`config.mk`:
```
export PLATFORM = sky130hd
export DESIGN_NAME = bin_cnt_bhvl
export DESIGN_NICKNAME = d
export VERILOG_FILES = /design/src/rtl/bin_cnt_bhvl.sv
export SDC_FILE = /design/constraint.sdc
export NUM_CORES = 1
export LEC_CHECK = 0
export CAP_MARGIN = 20
export CORE_AREA = 8 8 45 47
export DETAILED_ROUTE_END_ITERATION = 8
export DIE_AREA = 0 0 53 55
export PLACE_DENSITY = 0.3
export SLEW_MARGIN = 30
export SYNTH_ARGS = -nofsm -noshare
export SYNTH_HDL_FRONTEND = slang
export SYNTH_SLANG_ARGS = --single-unit
```
`constraint.sdc`:
```
create_clock -name clk -period 1.4 [get_ports clk]
set_clock_uncertainty 0.2 [all_clocks]
set_input_delay 0.28 -clock clk [delete_from_list [all_inputs] [get_ports clk]]
set_output_delay 0.28 -clock clk [all_outputs]
set_load 0.005 [all_outputs]
```
`src/rtl/bin_cnt_bhvl.sv`:
```
// Free-running WIDTH-bit binary up-counter with asynchronous active-high reset.
// Wraps modulo 2**WIDTH; the output is taken straight from the state register.
module bin_cnt_bhvl #(
  parameter int WIDTH = 4
) (
  input  logic             clk,
  input  logic             rst,
  output logic [WIDTH-1:0] counter
);

  localparam logic [WIDTH-1:0] ONE = WIDTH'(1);

  // Carry out of the add is dropped, so the top value rolls over to zero.
  always_ff @(posedge clk or posedge rst) begin
    if (rst)
      counter <= '0;
    else
      counter <= counter + ONE;
  end

endmodule

```
==> flow_metrics.py <==
metrics = {
    "floorplan": {
        "die-area_sq_um": 2920,
        "row_count": 14,
        "die_width_microns": 53,
        "dieHeight_microns": 55,
        "core-area_sq_um": 1380,
        "initial_core_util": 0.103,
        "boundaryPins": 6,
    },
    "clocking": {
        "cts_tree": "done",
        "cts_max_level": 1,
        "clock_latency_ns": 0.23,
        "clock-root-buffer": "clkbuf_4",
        "cts_max_path_buffers": 2,
        "cts.hold.buffers_added": 0,
        "numCtsBuffers": 3,
        "clock-sinks": 4,
        "clk_pin_slew_worst_paths_ns": 0.04,
    },
    "finish": {
        "antenna_cells": 0,
        "regMostFlops": "counter",
        "final_layout_size_suffix_gt1_frac": 0.318,
        "fill_cells": 150,
        "syn_to_final_growth_pct": 82.5,
        "largest_reg_flops": 4,
        "finalNetCount": 27,
        "layout_common_cells": "dfrtp_1, dlygate4sd2_1, buf_4",
        "top_regs": "counter (4)",
    },
    "timing": {
        "setup_viol": 0,
        "hold_viol": 0,
        "holdWs_ns": 0.0425,
        "fmax_ghz": 0.742,
        "finalCritPeriodShare": 0.963,
        "fin_ws_ns": 0.0514,
        "tightest_slew_ns": 0.158,
        "slew_headroom": 0.895,
        "rsz0062_at_grt": "no",
        "drv_slew": 0,
        "setup_tns_ns": 0,
        "min_period_ns": 1.35,
    },
    "yosys": {
        "syn_area_per_cell_sq_um": 14.3,
        "synth_area_leaders": "dfrtp_1, ha_1, xnor2_1",
        "synth_top_cell_by_area": "dfrtp_1",
        "synth_warnings": 0,
        "synth_area_sq_um": 143,
        "yosysTopAreaCellShare": 0.702,
        "yosysSeqAreaShare": 0.702,
        "syn-num-nets": 13,
        "yosys_register_bits": 4,
        "yosys.cell_types.count": 6,
        "synthCells": 10,
    },
    "routing": {
        "finalWirelength_microns": 306,
        "antenna_left": 0,
        "vias_per_cell": 3.03,
        "first_pass_iters": 2,
        "wl_per_cell_microns": 8.05,
        "vias": 115,
        "drt_iter0_drc": 2,
        "drc": 0,
    },
    "global_route": {
        "grt_pass1_wl_microns": 545,
        "antenna_found_initial": 0,
        "track_usage": 0.0307,
        "grt_pass1_vias": 139,
        "grt_max_degree": 5,
        "grt_overflow": 0,
    },
    "worst_setup_path": {
        "cp_cell_sequence": "dlygate4sd2_1",
        "critPathBufInv": 1,
        "r2r_slack_ns": 0.25,
        "reg2reg_from": "counter[0]",
        "crit_family": "flip-flops",
        "critPathCaptureType": "output port",
        "slowest_delay_ns": 0.37,
        "crit_slowest_cell": "dfrtp_1",
        "cp.required_ns": 0.92,
        "crit_arrival_ns": 0.87,
        "startpoint_type": "register",
        "reg2reg_depth": 3,
        "worst-path-max-fanout": 2,
        "r2r_end": "counter[2]",
        "path_class": "register to output port",
    },
    "outcome": {
        "outcome": "completed",
    },
    "job": {
        "max_cap_violations": 0,
    },
    "hold_path": {
        "hold_path_class": "input pin to async pin",
    },
    "placement": {
        "gp_congestion": 0.602,
        "io_buffers": 5,
        "post-place-ws_ns": 0.0623,
        "dpl.hpwl_microns": 231,
    },
    "pwr": {
        "power_w": 0.000260,
        "powerDensity_nw_per_um2": 1000,
        "leakagePower_nw": 0.152,
        "peakVddDrop_uv": 398,
    },
}
[power breakdown]
group	switching, W	internal, W
logic	0.00000256	0.00000262
clock network	0.0000431	0.0000956
registers	0	0.000116
[worst max path at each step]
stage / from / end / slack, ns / cells after the start
2_1_floorplan: counter[0] / counter[2] / 0.34 / 2
3_3_place_gp: counter[3] / counter[3] / 0.06 / 1
3_5_place_dp: counter[3] / counter[3] / 0.06 / 1
4_1_cts: counter[3] / counter[3] / 0.02 / 1
5_1_grt: counter[2] / counter[2] / 0.02 / 1
6_report: counter[2] / counter[2] / 0.05 / 1
[cells by family after synthesis]
logic type | count (synthesis) | share of synthesized area
buffers and inverters | 2 | 0.0527
XOR/XNOR | 2 | 0.123
adder cells (fa/ha/maj) | 1 | 0.0877
AND/OR/NAND/NOR | 1 | 0.0351
flip-flops | 4 | 0.702
[layout make-up]
class                           count  area (sq um)  area share
Clock buffer                        3          22.5      0.0865
Sequential cell                     4           100       0.385
Timing Repair Buffer                9          75.1       0.288
Tap cell                           16          20.0      0.0769
Multi-Input combinational cell      4          35.0       0.135
Inverter                            2          7.51      0.0288
[what timing repair did]
item	in CTS	in global routing
endpoints found under the setup margin	4	1
buffers inserted	0	1
gates resized for setup	4	0
[synthesized netlist by cell type]
master,count
xnor2_1,1
dfrtp_1,4
ha_1,1
xor2_1,1
inv_1,2
nand3_1,1
[metal layers]
layer	GRT usage	wire length (microns)	vias to the layer above
li1	-	-	55
met1	0.0276	158	52
met2	0.0273	76	8
met3	0.0481	70	0
met4	0.0259	0	0
met5	0	0	-
[stage by stage]
stage                util  instance area [sq um]  std cells
floorplan               -                    143         10
global placement    0.170                    235         34
detailed placement  0.170                    235         34
CTS                 0.183                    253         37
global route        0.188                    260         38
finish              0.188                    260         38
No activity file was read; power rests on OpenSTA's default activity.
==> patch 1: new RTL, same flow settings <==
Change the parameter `WIDTH` from 4 to 6.
--- a/src/rtl/bin_cnt_bhvl.sv
+++ b/src/rtl/bin_cnt_bhvl.sv
@@ -1,7 +1,7 @@
 // Free-running WIDTH-bit binary up-counter with asynchronous active-high reset.
 // Wraps modulo 2**WIDTH; the output is taken straight from the state register.
 module bin_cnt_bhvl #(
-  parameter int WIDTH = 4
+  parameter int WIDTH = 6
 ) (
   input  logic             clk,
   input  logic             rst,
Interface: changed (resized counter); port bits go from 6 to 8. No check against the original RTL was run, so the function may have changed too.
==> patch 1 against the original RTL <==
Via count is 43% higher; sequential cell count grew 2; first-iteration DRC count decreased by 100%; area after synthesis increased by 62%; sequential power rose by 50%; design area is 51% higher; routed wire length up 66%; worst setup slack hardly changed; utilization rose by 9.6 points; power up 31%; largest power group is now sequential cells.
==> patch 1: results (changes against the original RTL) <==
[layout]
fillers=152  ; +1.3%
reg_top3=counter: 6 flops

[power_and_ir_drop]
comb_power_w=0.00000631  ; +22%
switchingPower_w=0.0000670  ; +47%
p_seq_w=0.000174  ; +50%
vdd_drop_max_mv=0.328  ; -17%

[critical_path]
ff2ff_setup_slack_ps=170  ; -80 ps
r2r_cells=4  ; +1
rr_endpoint=counter[4]$_DFF_PP0_

[logic_synthesis]
netlist_top_cells_area=dfrtp_1 65%, xnor2_1 7.6%, xor2_1 7.6%, ha_1 5.4%, and3_4 4.9%
syn_nets=19  ; +6
synth_xor_area_share_pct=15.1  ; +2.9 points
synthAdderAreaFrac_pct=5.41  ; -3.4 points
synthTopCellsByCount=6 x dfrtp_1, 2 x inv_1, 2 x xnor2_1, 2 x xor2_1

[timing]
maxSlewHeadroom_pct=83.6  ; -5.8 points

[clock_tree]
cts_resized=6  ; +2
cts_setup_buffers=1  ; +1

[global_routing]
use_met2_pct=5.47  ; +2.7 points
grt_util_met1_pct=3.53  ; +0.77 points
grt_pass1_vias=181  ; +30%
grt_pass1_wl_um=786  ; +44%

[placed_design]
dp_hpwl_um=384  ; +66%
portBuffers=7  ; +2
dpl_worst_slack_ps=61.8  ; -0.508 ps

[outcome]
status=finished clean

[drt]
wl_per_cell_um=10.4  ; +29%

==> patch 1: changes by cell type in the layout (fill, tap and decap cells not counted), sizes merged <==
| cell | delta |
|---|---|
| and3 | +1 |
| dfrtp | +2 |
| clkdlybuf4s15 | +3 |
| xor2 | +1 |
| buf | +3 |
| xnor2 | +1 |
| dlygate4sd2 | -1 |
| nand3 | +1 |
==> patch 1: through the flow <==
| step | std cells | total power (W) | hold slack [ps] | area [µm²] |
|---|---|---|---|---|
| 2_1_floorplan | 16 | 0.000179 | -129 | 231 |
| 3_3_place_gp | 44 | 0.000183 | 261 | 359 |
| 3_5_place_dp | 44 | 0.000183 | 270 | 359 |
| 4_1_cts | 48 | 0.000353 | 60.9 | 382 |
| 5_1_grt | 49 | 0.000368 | 60.8 | 393 |
| 6_report | 49 | 0.000341 | 56.9 | 393 |
==> patch 1: metal layers <==
layer	share of wire [%]	vias to the layer above
met5	0	-
met4	0	0
met3	15	0
met2	47	6
met1	39	75
li1	-	84
==> patch 1: cell type report <==
cell class              instances  area share (%)
flip-flops and latches          6            38.2
well taps                      16            5.10
multi-input cells               8            18.8
repair buffers                 14            30.3
inverters                       2            1.91
clock buffers                   3            5.73
==> patch 1: how the worst max path moves through the flow <==
stage / end / start / slack, ps
after CTS: counter[0] / counter[0]$_DFF_PP0_ / 20
after global routing: counter[4] / counter[4]$_DFF_PP0_ / 2
after floorplan: counter[5]$_DFF_PP0_ / counter[2]$_DFF_PP0_ / 300
after detailed placement: counter[5] / counter[5]$_DFF_PP0_ / 60
final: counter[4] / counter[4]$_DFF_PP0_ / 50
after global placement: counter[5] / counter[5]$_DFF_PP0_ / 80
==> patch 1: cell families after synthesis <==
group / count (synthesis)
flip-flops: 6
XOR/XNOR: 4
AND/OR/NAND/NOR: 3
buffers and inverters: 2
adder cells (fa/ha/maj): 1
==> patch 2: new RTL, same flow settings <==
Made on the original files. Put one more register stage on the output `counter`, cleared by the reset. The value now appears one clock later.
--- a/src/rtl/bin_cnt_bhvl.sv
+++ b/src/rtl/bin_cnt_bhvl.sv
@@ -10,12 +10,22 @@
 
   localparam logic [WIDTH-1:0] ONE = WIDTH'(1);
 
+  logic [WIDTH-1:0] counter_s0;
+
   // Carry out of the add is dropped, so the top value rolls over to zero.
   always_ff @(posedge clk or posedge rst) begin
     if (rst)
+      counter_s0 <= '0;
+    else
+      counter_s0 <= counter_s0 + ONE;
+  end
+
+  always_ff @(posedge clk or posedge rst) begin
+    if (rst) begin
       counter <= '0;
-    else
-      counter <= counter + ONE;
+    end else begin
+      counter <= counter_s0;
+    end
   end
 
 endmodule
Check against the original RTL: not equivalent (Yosys sat finds a counterexample within 4 cycles, from zero or initial values and one cycle with rst high).
==> patch 2 against the original RTL <==
Die area is the same; power grew 55%; sequential cell count grew 4; design area grew 27%; non-clock buffer count shrank 4; critical path depth is the same; count of clock-buffer cells in the layout is the same; routed wire length grew 21%; worst setup slack gained 19 ps; area after synthesis grew 70%; critical endpoint is now counter[1].
==> patch 2: results (changes against the original RTL) <==
[outcome]
status=finished clean

[critical_path]
critical_path.startpoint=counter[1]$_DFF_PP0_
rr_endpoint=counter_s0[2]$_DFF_PP0_
ff2ff_setup_slack_ps=320  ; +70 ps
r2r_cells=2  ; -1
crit_arrival_ps=850  ; -20 ps
crit_fanout=1  ; -1
critPathCapture=counter[1]
slowest_delay_ps=350  ; -20 ps
reg2reg_from=counter_s0[0]$_DFF_PP0_

[layout]
clock_area_share_pct=6.82  ; -1.8 points
diodes=0  ; unchanged
multi_input_area_share_pct=10.6  ; -2.9 points
reg_top3=counter: 4 flops, counter_s0: 4 flops
buf_share_pct=13.6  ; -15 points
n_clock_buffer=3  ; unchanged
drive_gt1_share_pct=13.6  ; -18 points
fin_area_um2=330  ; +27%
nets=27  ; unchanged
multi_input_gates=4  ; unchanged
final_cells=38  ; unchanged
n_all_buffers=5  ; -4
fillers=152  ; +1.3%
seq_share_pct=60.6  ; +22 points
inv_count=2  ; unchanged

[logic_synthesis]
syn_area_per_cell_um2=17.3  ; +22%
synth_seq_area_share_pct=82.5  ; +12 points
netlist_top_cells_area=dfrtp_1 82%, ha_1 5.2%, xnor2_1 3.6%, xor2_1 3.6%, inv_1 3.1%
syn_nets=17  ; +4
synthTopCellsByCount=8 x dfrtp_1, 2 x inv_1
synth_xor_area_share_pct=7.22  ; -5.1 points
synthAdderAreaFrac_pct=5.15  ; -3.6 points

[placed_design]
dpl_cell_area_um2=313  ; +33%
gp_congestion=0.659  ; +9.3%
dp_cells=35  ; +2.9%
portBuffers=5  ; unchanged
dpl_worst_slack_ps=114  ; +51.4 ps

[floorplanning]
die_x_um=53  ; unchanged

[timing]
worstMarginPinSlew_ps=292  ; +134 ps
min_period_over_period_pct=95.0  ; -1.4 points
holdWs_ps=79.9  ; +37.4 ps

[power_and_ir_drop]
p_leak_nw=0.194  ; +28%
vdd_drop_max_mv=0.356  ; -10%
switchingPower_w=0.0000727  ; +59%

[clock_tree]
cts_setup_buffers=0  ; unchanged
cts-root-buf=clkbuf_4
cts.sinks=8  ; +4
htreeDepth=1  ; unchanged

[global_routing]
grt_pass1_wl_um=579  ; +6.2%
grt_max_degree=9  ; +4
grt_usage_pct=3.19  ; +0.12 points
antenna_found_initial=0  ; unchanged
grt_pass1_vias=127  ; -8.6%

[drt]
drt_iter0_drc=1  ; -1
routed_via_density=3.50  ; +16%
wl_per_cell_um=9.74  ; +21%

==> patch 2: changes by cell type after synthesis, sizes merged <==
cell / unedited run / this run
dfrtp: 4 / 8
==> patch 2: metal layers <==
metal / share of wire, % / global-route usage, % / routed length, µm / vias to the layer above
met3: 21 / 2.67 / 76 / 2
li1: - / - / - / 60
met1: 39 / 3.09 / 144 / 65
met5: 0 / 0 / 0 / -
met2: 38 / 3.13 / 139 / 6
met4: 2.7 / 5.17 / 10 / 0
==> patch 2: power groups by stage <==
stage,registers [W],logic (W),clock network [W]
floorplan,0.000235,0.00000361,0
global placement,0.000235,0.00000740,0
detailed placement,0.000235,0.00000752,0
CTS,0.000231,0.00000761,0.000175
global route,0.000231,0.00000853,0.000192
finish,0.000232,0.00000703,0.000166
==> patch 2: timing repair <==
item / in CTS / in global routing
gates resized for setup: 4 / 0
endpoints found under the setup margin: 4 / 0
hold buffers: 0 / 0
hold endpoints to repair: 0 / 0
